File: src/rtl/n_bit_comp_pkg.sv
// -----------------------------------------------------------------------------
// n_bit_comp_pkg
// Shared types and helpers for the registered N-bit magnitude comparator.
//   cmp_res_t       : three-way compare result produced by the combinational core
//   cmp_flags_t     : {gt, ls, eq} flag bundle as registered by the top level
//   CMP_RESET_FLAGS : flag value held while in reset (all flags low)
//   res_to_flags()  : decodes a cmp_res_t into one-hot {gt, ls, eq}
// Build option: SIGNED_CMP_EN (see n_bit_comp_core) does not affect this package.
// -----------------------------------------------------------------------------
package n_bit_comp_pkg;

   typedef enum logic [1:0] {
      CMP_EQ = 2'd0,
      CMP_GT = 2'd1,
      CMP_LS = 2'd2
   } cmp_res_t;

   typedef struct packed {
      logic gt;
      logic ls;
      logic eq;
   } cmp_flags_t;

   localparam cmp_flags_t CMP_RESET_FLAGS = 3'b000;

   // The unused encoding 2'b11 decodes to eq so the flags stay one-hot even
   // if the result bus were ever corrupted.
   function automatic cmp_flags_t res_to_flags(input cmp_res_t res);
      cmp_flags_t flags;
      flags = CMP_RESET_FLAGS;
      case (res)
         CMP_GT:  flags.gt = 1'b1;
         CMP_LS:  flags.ls = 1'b1;
         default: flags.eq = 1'b1;
      endcase
      return flags;
   endfunction

endpackage

File: src/rtl/n_bit_comp_core.sv
// -----------------------------------------------------------------------------
// n_bit_comp_core
// Purely combinational three-way magnitude compare of two N-bit operands.
//   N    : operand width, N >= 1
//   a, b : operands
//   res  : CMP_GT (a > b), CMP_LS (a < b) or CMP_EQ (a == b)
// Build option: `define SIGNED_CMP_EN for two's-complement operands; otherwise
// operands are unsigned magnitudes.
//
// Each bit yields a {gt, lt} pair; pairs are merged pairwise in a binary tree
// where the more significant non-equal pair wins. The tree is stored heap-style:
// node n has children 2n (less significant half) and 2n+1 (more significant
// half); leaves sit at P..2P-1 and node 1 is the root.
// -----------------------------------------------------------------------------
module n_bit_comp_core
   import n_bit_comp_pkg::*;
#(
   parameter int N = 8
) (
   input  logic [N-1:0] a,
   input  logic [N-1:0] b,
   output cmp_res_t     res
);

   localparam int LEVELS = $clog2(N);
   localparam int P      = 1 << LEVELS;   // leaf count, N padded to a power of two

   logic [N-1:0] a_m;
   logic [N-1:0] b_m;

`ifdef SIGNED_CMP_EN
   // Flipping the sign bits maps two's-complement order onto unsigned order,
   // so the same unsigned tree serves both builds.
   localparam logic [N-1:0] MSB_MASK = ~({N{1'b1}} >> 1);
   assign a_m = a ^ MSB_MASK;
   assign b_m = b ^ MSB_MASK;
`else
   assign a_m = a;
   assign b_m = b;
`endif

   logic [2*P-1:1] g_node;
   logic [2*P-1:1] l_node;

   for (genvar i = 0; i < P; i++) begin : g_leaf
      if (i < N) begin : g_bit
         assign g_node[P+i] = a_m[i] & ~b_m[i];
         assign l_node[P+i] = ~a_m[i] & b_m[i];
      end else begin : g_pad
         // Padding bits compare equal and never influence the result.
         assign g_node[P+i] = 1'b0;
         assign l_node[P+i] = 1'b0;
      end
   end

   for (genvar n = 1; n < P; n++) begin : g_merge
      // gt and lt of one node are never both set, so the high pair wins unless
      // it is equal, in which case the low pair decides.
      assign g_node[n] = g_node[2*n+1] | (~l_node[2*n+1] & g_node[2*n]);
      assign l_node[n] = l_node[2*n+1] | (~g_node[2*n+1] & l_node[2*n]);
   end

   always_comb begin
      // NOTE: every always_comb output gets a default first so no path can
      // leave it unassigned and infer a latch.
      res = CMP_EQ;
      if (g_node[1]) begin
         res = CMP_GT;
      end else if (l_node[1]) begin
         res = CMP_LS;
      end
   end

endmodule

File: src/rtl/n_bit_comparator.sv
// -----------------------------------------------------------------------------
// n_bit_comparator
// Registered three-way magnitude comparator, one cycle of latency.
//   N      : operand width, N >= 1 (default 8)
//   clk    : rising-edge clock
//   rst_n  : asynchronous active-low reset, clears all flags
//   A, B   : operands, sampled on every rising clk edge
//   gt     : registered A > B
//   ls     : registered A < B
//   eq     : registered A == B
// Exactly one flag is high after the first clock edge out of reset; all flags
// are low while in reset. Flags come straight from flops, so they are
// glitch-free.
// Build option: `define SIGNED_CMP_EN for a two's-complement compare; the
// default build compares unsigned magnitudes.
// -----------------------------------------------------------------------------
module n_bit_comparator
   import n_bit_comp_pkg::*;
#(
   parameter int N = 8
) (
   input  logic         clk,
   input  logic         rst_n,
   input  logic [N-1:0] A,
   input  logic [N-1:0] B,
   output logic         gt,
   output logic         ls,
   output logic         eq
);

   cmp_res_t   res;
   cmp_flags_t flags_d;
   cmp_flags_t flags_q;

   n_bit_comp_core #(
      .N (N)
   ) u_core (
      .a   (A),
      .b   (B),
      .res (res)
   );

   always_comb begin
      flags_d = res_to_flags(res);
   end

   always_ff @(posedge clk or negedge rst_n) begin
      // NOTE: state is updated with non-blocking assignments so every flop
      // samples its input before any of them change on this edge.
      if (!rst_n) begin
         flags_q <= CMP_RESET_FLAGS;
      end else begin
         flags_q <= flags_d;
      end
   end

   assign gt = flags_q.gt;
   assign ls = flags_q.ls;
   assign eq = flags_q.eq;

endmodule

File: config.mk
export PLATFORM = sky130hd
export DESIGN_NAME = n_bit_comparator
export DESIGN_NICKNAME = d
export VERILOG_FILES = /design/src/rtl/n_bit_comp_pkg.sv /design/src/rtl/n_bit_comp_core.sv /design/src/rtl/n_bit_comparator.sv
export SDC_FILE = /design/constraint.sdc
export NUM_CORES = 1
export LEC_CHECK = 0
export ABC_AREA = 1
export CAP_MARGIN = 10
export CORE_AREA = 4 4 41 43
export CTS_CLUSTER_SIZE = 40
export DETAILED_ROUTE_END_ITERATION = 8
export DIE_AREA = 0 0 45 47
export SKIP_LAST_GASP = 1
export SLEW_MARGIN = 5
export SYNTH_ARGS = -nofsm -noshare
export SYNTH_HDL_FRONTEND = slang
export SYNTH_SLANG_ARGS = --single-unit
File: constraint.sdc
create_clock -name clk -period 0.8 [get_ports clk]
set_input_delay 0.16 -clock clk [delete_from_list [all_inputs] [get_ports clk]]
set_output_delay 0.16 -clock clk [all_outputs]
set_load 0.1 [all_outputs]
==> results by group, run 1 <==
GRT
  • Initial antenna violation count: 0
  • Tot GR Track Use: 6.10%
  • Grt ovf: 0
  • Global-route wire length before repair: 924 microns
  • Vias in the first global route: 296
  • Largest net degree at the start of global routing: 4

Die
  • Initial Util: 23.2%
  • Row cnt: 13
  • Die W: 45 microns
  • Core box area: 1300 sq um
  • I/O Pins: 21
  • Die area: 2120 sq um
  • Die height: 47 microns

Final layout
  • Finished Layout Cells: 99
  • Register area: 86.3 sq um
  • Area occupied by multi-input gates: 195 sq um
  • Fraction of layout cells with a size suffix above 1: 40.5%
  • Synth-to-layout area growth: 89.6%
  • Filler Cell Count: 152
  • Ant. Diodes: 0
  • Net count, final: 103

Clock network
  • CTS Buf Count: 3
  • Post-CTS Setup Repair Bufs: 0
  • # H-tree levels: 1
  • CTS Buffer Depth: 2
  • Clock transition at path regs: 40 ps
  • Clock sinks: 3
  • CTS tree: yes
  • Clock root buffer: clkbuf_4

Worst setup path
  • Data arrival, critical path: 870 ps
  • Slowest stage delay, CP: 470 ps
  • Critical path's slowest cell: dfrtp_4
  • Max FO, Critical Path: 1
  • Crit path launch type: register
  • Crit path to: eq
  • Required time of the critical path: 640 ps
  • Cells along the critical path: buf_12
  • Top delay family on crit path: flip-flops
  • Levels on crit path: 1
  • Critical Path Source: eq$_DFF_PN0_
  • Crit Path Category: reg2out
  • Bufs and invs on worst path: 1
  • Crit. End Element: output pin

Detailed routing
  • TritonRoute pass-1 iters: 2
  • DRT antenna net count: 0
  • Vias: 382
  • Via/cell ratio: 3.86
  • 1st-iter DRT viols: 4
  • Post-route DRC: 0
  • Routed WL: 702 microns
  • WL/cell: 7.09 microns

Yosys
  • Syn avg cell area: 5.03 sq um
  • Mapped Cells: 60
  • Netlist cell types: 7
  • YS warnings: 0
  • Cell Area, Synth: 302 sq um
  • Synthesized Nets: 78
  • Register area share after synthesis: 24.9%
  • Synth Register Bits: 3

Power and ir drop
  • Combinational fraction of design power: 48.1%
  • Max rail drop VDD: 0.426 mV
  • Switching Share: 39.3%
  • Sw power: 0.351 mW
  • Power density over the cells: 1560 nW/um^2
  • Clock power share: 29.2%
  • P_leak: 0.340 nW
  • Internal power: 0.541 mW
  • Reg power frac: 22.7%

STA
  • Worst slew margin: 90.8%
  • Fin crit share: 129%
  • Achievable Freq: 970 MHz
  • Final WS setup: -231 ps
  • Fin. Hold Viols: 0
  • Final min period: 1030 ps
  • Least-Margin Pin Slew: 137 ps
  • # setup viols final: 3
  • Max Slew Vio Count: 0
  • Unrepaired setup endpoints after global routing: true
  • Final TNS setup: -689 ps

Job
  • Max-cap check violation count: 0

Place
  • I/O Buffers: 20
  • Dpl cells: 95
  • DPL Wire Length: 588 microns
  • Global placement routability congestion: 0.662

Hold path
  • Worst hold-check path type: in2async

Outcome
  • Failing checks: setup timing
  • Outcome: complete, but fails checks
cells by family (layout without fill, tap and decap cells):
group                  count (synthesis)  count (layout)  share of synthesized area (%)
AO/OA/AOI/OAI                          4               4                           9.13
buffers and inverters                 16              40                           19.9
AND/OR/NAND/NOR                       37              37                           46.1
flip-flops                             3               3                           24.9
final cells by class:
type | instances | share of cell area (%)
clock buffers | 4 | 4.60
inverters | 16 | 10.5
well taps | 15 | 3.28
multi-input cells | 41 | 34.1
flip-flops and latches | 3 | 15.1
repair buffers | 20 | 32.4
sequential cells by signal, summed over array words and instances, names as in the netlist:
register,cells
eq,1
gt,1
ls,1
worst min path at each step:
stage	slack, ps	cells after the start	from	endpoint
floorplan	-140	0	rst_n	eq$_DFF_PN0_
global placement	350	1	rst_n	eq$_DFF_PN0_
detailed placement	350	1	rst_n	ls$_DFF_PN0_
CTS	110	1	rst_n	ls$_DFF_PN0_
global route	110	1	rst_n	gt$_DFF_PN0_
finish	110	1	rst_n	ls$_DFF_PN0_
through the flow:
step	worst slack (ps)	util [%]	power, mW	instance area, sq um	hold WS, ps
floorplan	17.3	-	0.443	313	-136
global placement	-535	43.2	0.639	562	349
detailed placement	-569	43.2	0.645	562	354
CTS	-242	44.6	0.896	581	111
global route	-256	43.9	0.955	572	106
finish	-231	43.9	0.892	572	113
synthesized netlist by cell type:
library cell / n / area [sq um]
a21oi_2: 2 / 17.5
a21oi_1: 1 / 5.00
o21ai_0: 1 / 5.00
inv_1: 16 / 60.1
dfrtp_1: 3 / 75.1
nor2_1: 5 / 18.8
nand2_1: 32 / 120
metal layers:
metal	up-vias	GRT usage (%)	share of wire, %
li1	215	-	-
met1	155	4.58	38
met2	12	12.7	52
met3	0	2.30	9.4
met4	0	3.51	0
met5	-	0	0
power groups by stage:
| stage | combinational (mW) | clock [mW] | sequential, mW |
|---|---|---|---|
| 2_1_floorplan | 0.0979 | 0 | 0.345 |
| 3_3_place_gp | 0.436 | 0 | 0.204 |
| 3_5_place_dp | 0.440 | 0 | 0.205 |
| 4_1_cts | 0.422 | 0.271 | 0.203 |
| 5_1_grt | 0.455 | 0.295 | 0.204 |
| 6_report | 0.429 | 0.261 | 0.202 |
timing repair:
| item | in CTS | in global routing |
|---|---|---|
| pin swaps | 10 | 21 |
| hold buffers | 0 | 0 |
| endpoints found under the setup margin | 6 | 6 |
| resized for setup | 22 | 34 |
layout by cell type (no fill, tap or decap):
| master | synthesis | layout |
|---|---|---|
| a21oi_2 | 2 | 3 |
| buf_12 | 0 | 3 |
| clkbuf_1 | 0 | 1 |
| clkbuf_2 | 0 | 9 |
| clkbuf_4 | 0 | 3 |
| clkdlybuf4s15_1 | 0 | 7 |
| clkdlybuf4s50_1 | 0 | 1 |
| dfrtp_4 | 0 | 3 |
| inv_1 | 16 | 13 |
| inv_2 | 0 | 3 |
| nand2_1 | 32 | 23 |
| nand2_2 | 0 | 9 |
| nor2_1 | 5 | 4 |
| nor2_2 | 0 | 1 |
| o21ai_1 | 0 | 1 |
Note: power is estimated with default switching activity, not from simulation.
==> inputs of run 2 (changes only) <==
--- a/config.mk
+++ b/config.mk
@@ -6,7 +6,7 @@
 export NUM_CORES = 1
 export LEC_CHECK = 0
 export ABC_AREA = 1
-export CAP_MARGIN = 10
+export CAP_MARGIN = 20
 export CORE_AREA = 4 4 41 43
 export CTS_CLUSTER_SIZE = 40
 export DETAILED_ROUTE_END_ITERATION = 8
==> results of run 2 <==
The final DEF is identical to that of run 1; final timing and power are the same.
